## src/rtl/alu_div_32bit.sv

```systemverilog
// 32-bit restoring divider, signed/unsigned, fixed 33-cycle latency.
// Magnitudes are divided unsigned; signs are applied in a single fixup cycle.
module alu_div_32bit (
  input  logic        clk,
  input  logic        rst,
  input  logic        start,
  input  logic        signed_op,
  input  logic [31:0] dividend,
  input  logic [31:0] divisor,
  output logic [31:0] quotient,
  output logic [31:0] remainder,
  output logic        busy,
  output logic        done,
  output logic        div_by_zero
);

  typedef enum logic [1:0] {
    S_IDLE,
    S_CALC,
    S_FIXUP,
    S_DONE
  } state_t;

  state_t      r_state;
  state_t      w_next;

  logic        r_sop;
  logic        r_neg_n;
  logic        r_neg_d;
  logic        r_dz;
  logic [5:0]  r_cnt;
  logic [31:0] r_rem;
  logic [31:0] r_quo;
  logic [31:0] r_dvs;
  logic [31:0] r_q_out;
  logic [31:0] r_r_out;
  logic        r_dz_out;
  logic        r_done;

  logic        w_neg_n;
  logic        w_neg_d;
  logic [31:0] w_abs_n;
  logic [31:0] w_abs_d;
  logic [32:0] w_trial;
  logic [31:0] w_q_fix;
  logic [31:0] w_r_fix;

  always_ff @(posedge clk) begin
    if (rst) r_state <= S_IDLE;
    else     r_state <= w_next;
  end

  always_comb begin
    w_next = r_state;
    unique case (r_state)
      S_IDLE:  if (start) w_next = S_CALC;
      S_CALC:  if (r_cnt == 6'd31) w_next = S_FIXUP;
      S_FIXUP: w_next = S_DONE;
      S_DONE:  w_next = S_IDLE;
      default: w_next = S_IDLE;
    endcase
  end

  assign w_neg_n = signed_op & dividend[31];
  assign w_neg_d = signed_op & divisor[31];
  assign w_abs_n = w_neg_n ? (~dividend + 32'd1) : dividend;
  assign w_abs_d = w_neg_d ? (~divisor + 32'd1) : divisor;

  // Partial remainder stays below the divisor, so 33 bits hold the trial.
  assign w_trial = {r_rem, r_quo[31]} - {1'b0, r_dvs};

  // Zero divisor: remainder already equals |dividend|; sign restore gives the original.
  assign w_q_fix = r_dz ? 32'hFFFF_FFFF :
                   (r_sop & (r_neg_n ^ r_neg_d)) ? (~r_quo + 32'd1) : r_quo;
  assign w_r_fix = (r_sop & r_neg_n) ? (~r_rem + 32'd1) : r_rem;

  always_ff @(posedge clk) begin
    if (rst) begin
      r_sop    <= 1'b0;
      r_neg_n  <= 1'b0;
      r_neg_d  <= 1'b0;
      r_dz     <= 1'b0;
      r_cnt    <= 6'd0;
      r_rem    <= 32'd0;
      r_quo    <= 32'd0;
      r_dvs    <= 32'd0;
      r_q_out  <= 32'd0;
      r_r_out  <= 32'd0;
      r_dz_out <= 1'b0;
      r_done   <= 1'b0;
    end else begin
      r_done <= 1'b0;
      unique case (r_state)
        S_IDLE: begin
          if (start) begin
            r_sop   <= signed_op;
            r_neg_n <= w_neg_n;
            r_neg_d <= w_neg_d;
            r_dz    <= (divisor == 32'd0);
            r_cnt   <= 6'd0;
            r_rem   <= 32'd0;
            r_quo   <= w_abs_n;
            r_dvs   <= w_abs_d;
          end
        end
        S_CALC: begin
          r_cnt <= r_cnt + 6'd1;
          if (!w_trial[32]) r_rem <= w_trial[31:0];
          else              r_rem <= {r_rem[30:0], r_quo[31]};
          r_quo <= {r_quo[30:0], ~w_trial[32]};
        end
        S_FIXUP: begin
          r_q_out  <= w_q_fix;
          r_r_out  <= w_r_fix;
          r_dz_out <= r_dz;
          r_done   <= 1'b1;
        end
        default: ;
      endcase
    end
  end

  assign quotient    = r_q_out;
  assign remainder   = r_r_out;
  assign div_by_zero = r_dz_out;
  assign done        = r_done;
  assign busy        = (r_state != S_IDLE);

endmodule
```

## config.mk

```make
export PLATFORM = sky130hd
export DESIGN_NAME = alu_div_32bit
export DESIGN_NICKNAME = d
export VERILOG_FILES = /design/src/rtl/alu_div_32bit.sv
export SDC_FILE = /design/constraint.sdc
export NUM_CORES = 1
export LEC_CHECK = 0
export BUFFER_PORTS_ARGS = -buffer_cell sky130_fd_sc_hd__buf_2
export CORE_MARGIN = 5
export CORE_UTILIZATION = 60
export CTS_BUF_LIST = sky130_fd_sc_hd__clkbuf_4 sky130_fd_sc_hd__clkbuf_8
export DETAILED_ROUTE_END_ITERATION = 6
export PLACE_DENSITY = 0.91
export SYNTH_ARGS = -nofsm -noshare
export SYNTH_HDL_FRONTEND = slang
export SYNTH_SLANG_ARGS = --single-unit
```

## constraint.sdc

```tcl
create_clock -name clk -period 3.9 [get_ports clk]
set_input_delay 0.78 -clock clk [delete_from_list [all_inputs] [get_ports clk]]
set_output_delay 0.78 -clock clk [all_outputs]
set_load 0.01 [all_outputs]
```

* Yosys cells after proc, flatten, opt, wreduce, memory -nomap -nowiden
Index checks and enable logic that the tools add are counted. W data, S select, Z words.
Operators by class: add/sub/neg operators 6, equal/unequal tests 6, multiplexer cells 16, bitwise logic cells 10, reductions and logical operators 7
Operators with widths (count):
- $mux W32 | 8
- $add A32 B1 Y32 const B | 4
- $not A32 Y32 | 4
- $pmux W32 S2 | 2
- $sub A33 B32 Y33 | 1
- $logic_not A32 Y1 | 1
- $pmux W6 S2 | 1
- $pmux W2 S4 | 1
- $add A6 B1 Y6 const B | 1
- $eq A6 B5 Y1 const B | 1
- $mux W6 | 1
- $reduce_and A2 Y1 | 3
- $and A1 B1 Y1 | 4
- $eq A2 B2 Y1 const B | 2
- $mux W2 | 2
- $ne A2 B2 Y1 const B | 2
- $reduce_bool A2 Y1 | 2
- $eq A2 B1 Y1 const B | 1
- $logic_not A2 Y1 | 1
- $mux W1 | 1
- $not A1 Y1 | 1
- $xor A1 B1 Y1 | 1
Word-level totals: flip-flop bits (word level) 174, bits of input ports 68, output and inout bits 67, word-level logic and storage cells 58

* Longest topological paths before layout
Gate-level depths: netlist of the first run.
word-level depth 5, mapped depth 13, depth with buffers taken out 11

* Worst setup path after synthesis of the first run
Ideal clock, no wire load.
kind flip-flop to flip-flop, from register r_quo[31], to register r_rem[2], library setup time 122 ps, arrival time 2846 ps, data required time 3778 ps, setup slack 932 ps, cell stages (with the launch flop) 14, path buffers 2, period minus slack after synthesis 2968 ps, cell sequence dfxtp_1 > inv_1 > ha_1 > fa_1 > nor2b_4 > o2111ai_1 > a211o_2 > a21oi_2 > or4_4 > and3_4 > buf_6 > clkbuf_1 > nor4_1 > a311o_1
On the way: longest elaborated chain between the ends 3
Ends and longest elaborated chain:
- start, declared | RTL line 33 | logic [31:0] r_quo;
- start signal, assigned | RTL line 102 | r_quo <= w_abs_n;
- start signal, assigned | RTL line 110 | r_quo <= {r_quo[30:0], ~w_trial[32]};
- $sub A33 B32 Y33 | RTL line 70 | assign w_trial = {r_rem, r_quo[31]} - {1'b0, r_dvs};
- $mux W32 | RTL line 108 | if (!w_trial[32]) r_rem <= w_trial[31:0];
- $pmux W32 S2 | RTL line 93 | unique case (r_state)
- end signal, assigned | RTL line 108
- end signal, assigned | RTL line 109 | else r_rem <= {r_rem[30:0], r_quo[31]};
- end, declared | RTL line 32 | logic [31:0] r_rem;
No other way between the ends. A chain may end at the register's enable or synchronous reset.

* Final worst setup path of the first run
from register r_rem[0], to register r_rem[31]
On the way: longest elaborated chain between the ends 3
Ends and longest elaborated chain (RTL line):
- $sub A33 B32 Y33 | 70
- $mux W32 | 108
- $pmux W32 S2 | 93
No other way between the ends.

==> flow_summary.toml, run 1 <==
[run_status]
status = "complete, no violations"

[place]
dpl.hpwl_mm = 23.5
port_buffers = 134
gp_congestion = 0.973
place_inst = 1791

[setup_path]
critical_path_class = "flop to flop"
worstReg2RegStart = "r_rem[0]"
endpoint_kind = "flop"
cp_max_fo = 13
r2r_slack_ns = 0.41
crit_path_end = "r_rem[31]"
cp.arrival_ns = 3.85
reg2reg_depth = 10
rr_endpoint = "r_rem[31]"
required_ns = 4.26
startpoint_type = "flop"
crit_path_start = "r_rem[0]"

[pwr]
p_int_mw = 4.08
seq_power_share_pct = 35.7
power_mw = 7.34
switching_share_pct = 44.4
p_per_area_nw_per_um2 = 589
peakVddDrop_v = 0.000320
power_frac_clock_pct = 17.4
p_comb_share_pct = 46.8
p_sw_mw = 3.26
total_leakage_power_nw = 4.80

[sta]
clock.fmax_ghz = 0.287
hold_ws_ns = 0.461
timing.final.crit_share_pct = 89.4
finClkSkew_ns = 0.0136
tightest_slew_ns = 1.25
final.min_clock_period_ns = 3.49
rsz0062_at_grt = "no"
final_max_slew_viol_count = 0
relSlewSlack_pct = 16.5
hold_viol_final = 0
setup_tns_ns = 0
setup_violations = 0

[floorplanning]
start_util_pct = 60.7
dieHeight_um = 148
pin_count = 135
rows = 50
dieArea_sq_um = 21800
die_w_um = 148
core_sq_um = 18700

[grt]
grt_max_degree = 98
grtUsageTotal_pct = 28.0
grt_pass1_vias = 10021
grt_first_pass_wirelength_mm = 50.7
antenna_found_initial = 0
overflow = 0

[cells_and_area]
antennaDiodeCount = 0
layout-drive-gt1-share_pct = 13.7
final_cell_mix = "191 x nand2_1, 174 x dfxtp_1, 157 x nor2_1"
final_common_cell = "nand2_1"
final_nets = 1685
final_util_pct = 66.7
finalNonFillerCells = 1823
area_growth_syn_to_layout_pct = 9.77

[synthesis]
yosysWarnings = 0
synth_nets = 1613
ys_seq_elements = 174
syn_avg_cell_area_sq_um = 7.56
synth_cell_types = 75
synth_ff_type = "dfxtp_1"
synth_enable_flop_cells = 0
syn_inst = 1504
syn_area_sq_um = 11400
ys_seq_area_share_pct = 30.7
async_flop_share_pct = 0

[clock_network]
clkSinkCount = 174
root_buffer = "clkbuf_8"
postCtsResizedCells = 0
clock_path_buffers = 2
cts_tree = "done"
cts_setup_buffers = 0
path_clk_slew_ns = 0.09
hold_buffers = 0
insertion_delay_ns = 0.48
cts_max_level = 4
numCtsBuffers = 17

[detailed_routing]
vias_per_cell = 6.23
drc = 0
routedWlPerCell_um = 17.3
ant_nets = 0
drtPass1Iterations = 5
vias = 11366
drt_iter0_markers = 1177
wl_mm = 31.5

[job]
max-cap-violations = 0

[worst_hold_path]
hold_path.class = "flop to flop"
hp-start = "remainder[31]"
[cell usage after synthesis, types with 10 or more instances]
master / n / share of area (%)
and3_1: 10 / 0.55
nand4_1: 15 / 0.83
o31ai_1: 15 / 0.99
nor4_1: 11 / 0.61
a21o_1: 13 / 0.86
o21ai_0: 80 / 3.5
buf_2: 10 / 0.44
a211oi_1: 79 / 5.2
a31oi_1: 18 / 0.99
or3_1: 26 / 1.4
nor3_1: 31 / 1.4
inv_1: 59 / 1.9
o211ai_1: 64 / 4.2
xnor2_1: 70 / 5.4
nand2_1: 191 / 6.3
or4_1: 12 / 0.79
a21oi_1: 118 / 5.2
nor2_1: 158 / 5.2
a311oi_1: 13 / 1.0
and2_1: 10 / 0.55
xor2_1: 60 / 4.6
ha_1: 40 / 4.4
dfxtp_1: 174 / 31
nand3_1: 31 / 1.4
clkbuf_1: 80 / 2.6
[metal layers]
metal | vias up | share of wire, % | global-route usage (%)
met5 | - | 0 | 0
li1 | 5547 | - | -
met4 | 0 | 1.2 | 6.10
met1 | 5222 | 45 | 42.9
met2 | 562 | 42 | 40.7
met3 | 35 | 11 | 5.21
[worst max-delay path: stages, from the launching register on]
cell       delay [ns]
dfxtp_1          0.46
inv_1            0.17
fa_1             0.52
nor2b_4          0.14
o2111ai_1        0.13
a211o_2          0.41
a21oi_2          0.15
or4_4            0.16
a21o_1           0.37
nand2_1          0.39
a311o_1          0.46
[through the flow]
stage	worst slack [ns]	area, sq um
floorplan	0.932	11400
global placement	0.610	12100
detailed placement	0.496	12100
CTS	0.476	12500
global route	0.232	12500
finish	0.414	12500
[registers in the layout (all words and copies together), names as in the netlist]
name	flops
r_neg_d	1
r_sop	1
r_neg_n	1
done	1
quotient	32
r_state	2
r_dvs	32
div_by_zero	1
r_rem	32
remainder	32
r_cnt	6
r_quo	32
r_dz	1
[area by class of cell]
type | count | area, sq um
well taps | 234 | 293
multi-input cells | 1174 | 7290
clock buffers | 20 | 256
inverters | 59 | 221
repair buffers | 150 | 793
fillers | 1589 | 6230
clock inverters | 12 | 136
flip-flops and latches | 174 | 3480
[how the worst min path moves through the flow]
stage / endpoint / cells after the start
after floorplan: r_dvs[11] / 2
after global placement: remainder[30] / 2
after detailed placement: remainder[31] / 2
after CTS: remainder[31] / 2
after global routing: remainder[21] / 2
final: remainder[31] / 2
[kinds of logic (layout without fill, tap and decap cells)]
kind of cell / after synthesis / count (layout) / synth area share, %
AOI/OAI and AO/OA: 456 / 456 / 26.2
muxes: 5 / 5 / 0.451
buffers and inverters: 156 / 241 / 5.46
and+or+nand+nor: 542 / 542 / 22.6
DFF: 174 / 174 / 30.7
xor gates and xnor gates: 130 / 130 / 10.0
adders and majority gates: 41 / 41 / 4.58
[power groups by stage]
stage	clock network [mW]	logic, mW	registers, mW
after floorplan	0	2.39	2.63
after global placement	0	3.27	2.62
after detailed placement	0	3.36	2.64
after CTS	1.29	3.38	2.60
after global routing	1.36	3.80	2.67
final	1.28	3.44	2.63
Note: power is estimated with default switching activity, not from simulation.
==> run 2: changes to the inputs <==
==> constraint.sdc (replaced) <==
create_clock -name clk -period 3.9 [get_ports clk]
set_input_delay 0.39 -clock clk [delete_from_list [all_inputs] [get_ports clk]]
set_output_delay 0.39 -clock clk [all_outputs]
set_load 0.01 [all_outputs]
==> run 2 against run 1 <==
Compared with the run above: routed wire length grew 0.22%; core utilization shrank 0.30 points; critical path depth up 2; combinational power about the same; sequential power barely moved; maximum frequency increased by 1.0%; critical endpoint is now r_rem[4]; largest power group unchanged.
==> flow_summary.toml, run 2 (synthesis gave the netlist of run 1 again) <==
[pwr]
p_per_area_nw_per_um2 = 583
peakVddDrop_v = 0.000417
total_leakage_power_nw = 4.76

[sta]
rsz0062_at_grt = "no"
fin_ws_ns = 0.449
final.min_clock_period_ns = 3.45
clock.fmax_ghz = 0.290
setup_violations = 0
relSlewSlack_pct = 21.9
hold_viol_final = 0
timing.final.crit_share_pct = 88.5
final_max_slew_viol_count = 0
setup_tns_ns = 0
tightest_slew_ns = 1.17
hold_ws_ns = 0.209
finClkSkew_ns = 0.0151

[floorplanning]
pin_count = 135
dieHeight_um = 148
rows = 50
core_sq_um = 18700
dieArea_sq_um = 21800
start_util_pct = 60.7
die_w_um = 148

[setup_path]
worst-path-buf-inv = 2
cp_max_fo = 12
cp.arrival_ns = 3.80
crit_path_start = "r_quo[31]"
path_depth = 12
crit_chain = "inv_1 -> ha_1 -> fa_1 -> nor2b_4 -> o2111ai_1 -> a211o_2 -> a21oi_2 -> or4_4 -> nand3_1 -> nand2_1 -> buf_4 -> o211ai_1"
crit_family = "simple AND/OR/NAND/NOR gates"
worstReg2RegStart = "r_quo[31]"
required_ns = 4.25
crit_path_end = "r_rem[4]"
cpPeakStageDelay_ns = 0.47
cp_slowest_cell = "nand2_1"
rr_endpoint = "r_rem[4]"
startpoint_type = "flop"
r2r_slack_ns = 0.45
reg2reg_depth = 12
critical_path_class = "flop to flop"
endpoint_kind = "flop"

[detailed_routing]
drc = 0
drtPass1Iterations = 6
drt_iter0_markers = 1150
routedWlPerCell_um = 17.4
vias = 11288
vias_per_cell = 6.20
ant_nets = 0
wl_mm = 31.6

[clock_network]
cts_max_level = 4
clkSinkCount = 174
cts_setup_buffers = 0
numCtsBuffers = 17
insertion_delay_ns = 0.48
cts_tree = "done"
postCtsResizedCells = 0
clock_path_buffers = 2
hold_buffers = 0
path_clk_slew_ns = 0.09
root_buffer = "clkbuf_8"

[place]
pre_cts_slack_ns = 0.520
place_area_sq_um = 12100
gp_congestion = 0.969
dpl.hpwl_mm = 23.8
place_inst = 1789
port_buffers = 134

[grt]
grt_pass1_vias = 10051
overflow = 0
antenna_found_initial = 0
grtUsageTotal_pct = 28.3
grt_max_degree = 98
grt_first_pass_wirelength_mm = 51.3

[cells_and_area]
area_growth_syn_to_layout_pct = 9.27
final_nets = 1683
stdcell_area_sq_um = 12400
finalNonFillerCells = 1820
nFillCells = 1579
final_cell_mix = "191 x nand2_1, 174 x dfxtp_1, 157 x nor2_1"
final_common_cell = "nand2_1"
layout-drive-gt1-share_pct = 13.6
antennaDiodeCount = 0

[run_status]
status = "complete, no violations"

[job]
max-cap-violations = 0

[worst_hold_path]
hold_path.class = "primary input to flop"
run 2: through the flow:
stage / utilization [%] / power (mW)
2_1_floorplan: - / 5.02
3_3_place_gp: 64.5 / 5.93
3_5_place_dp: 64.5 / 6.01
4_1_cts: 66.4 / 7.17
5_1_grt: 66.4 / 7.74
6_report: 66.4 / 7.24
run 2: tightest hold or removal path, cell delays in order:
cell,delay [ns]
buf_2,0.13
nand3_1,0.07
a21oi_1,0.06
run 2: routing by layer:
layer	global-route usage, %	wire length (um)	vias up	part of all wire, %
met5	0	0	-	0
met4	5.96	343	0	1.1
met3	6.81	3580	31	11
met2	40.2	13100	565	41
met1	43.2	14600	5141	46
li1	-	-	5551	-
run 2: worst min-delay path by stage:
stage,start,end,slack [ns],depth (start not counted)
6_report,divisor[31],r_dvs[31],0.21,3
5_1_grt,divisor[31],r_dvs[31],0.19,3
4_1_cts,divisor[31],r_dvs[31],0.19,3
3_5_place_dp,r_dvs[11],r_dvs[11],0.45,2
3_3_place_gp,remainder[30],remainder[30],0.43,2
2_1_floorplan,r_dvs[11],r_dvs[11],0.43,2
run 2: area by class of cell:
type                            count  area (sq um)  share of cell area (%)
Clock buffer                       18           241                    1.94
Clock inverter                     13           110                   0.887
Inverter                           59           221                    1.78
Multi-Input combinational cell   1174          7290                    58.7
Sequential cell                   174          3480                    28.1
Tap cell                          234           293                    2.36
Timing Repair Buffer              148           778                    6.27
run 2: power breakdown:
group	switching, mW	internal [mW]	leakage [nW]
Clock	0.718	0.458	0.169
Sequential	0.394	2.22	1.42
Combinational	2.19	1.27	3.17
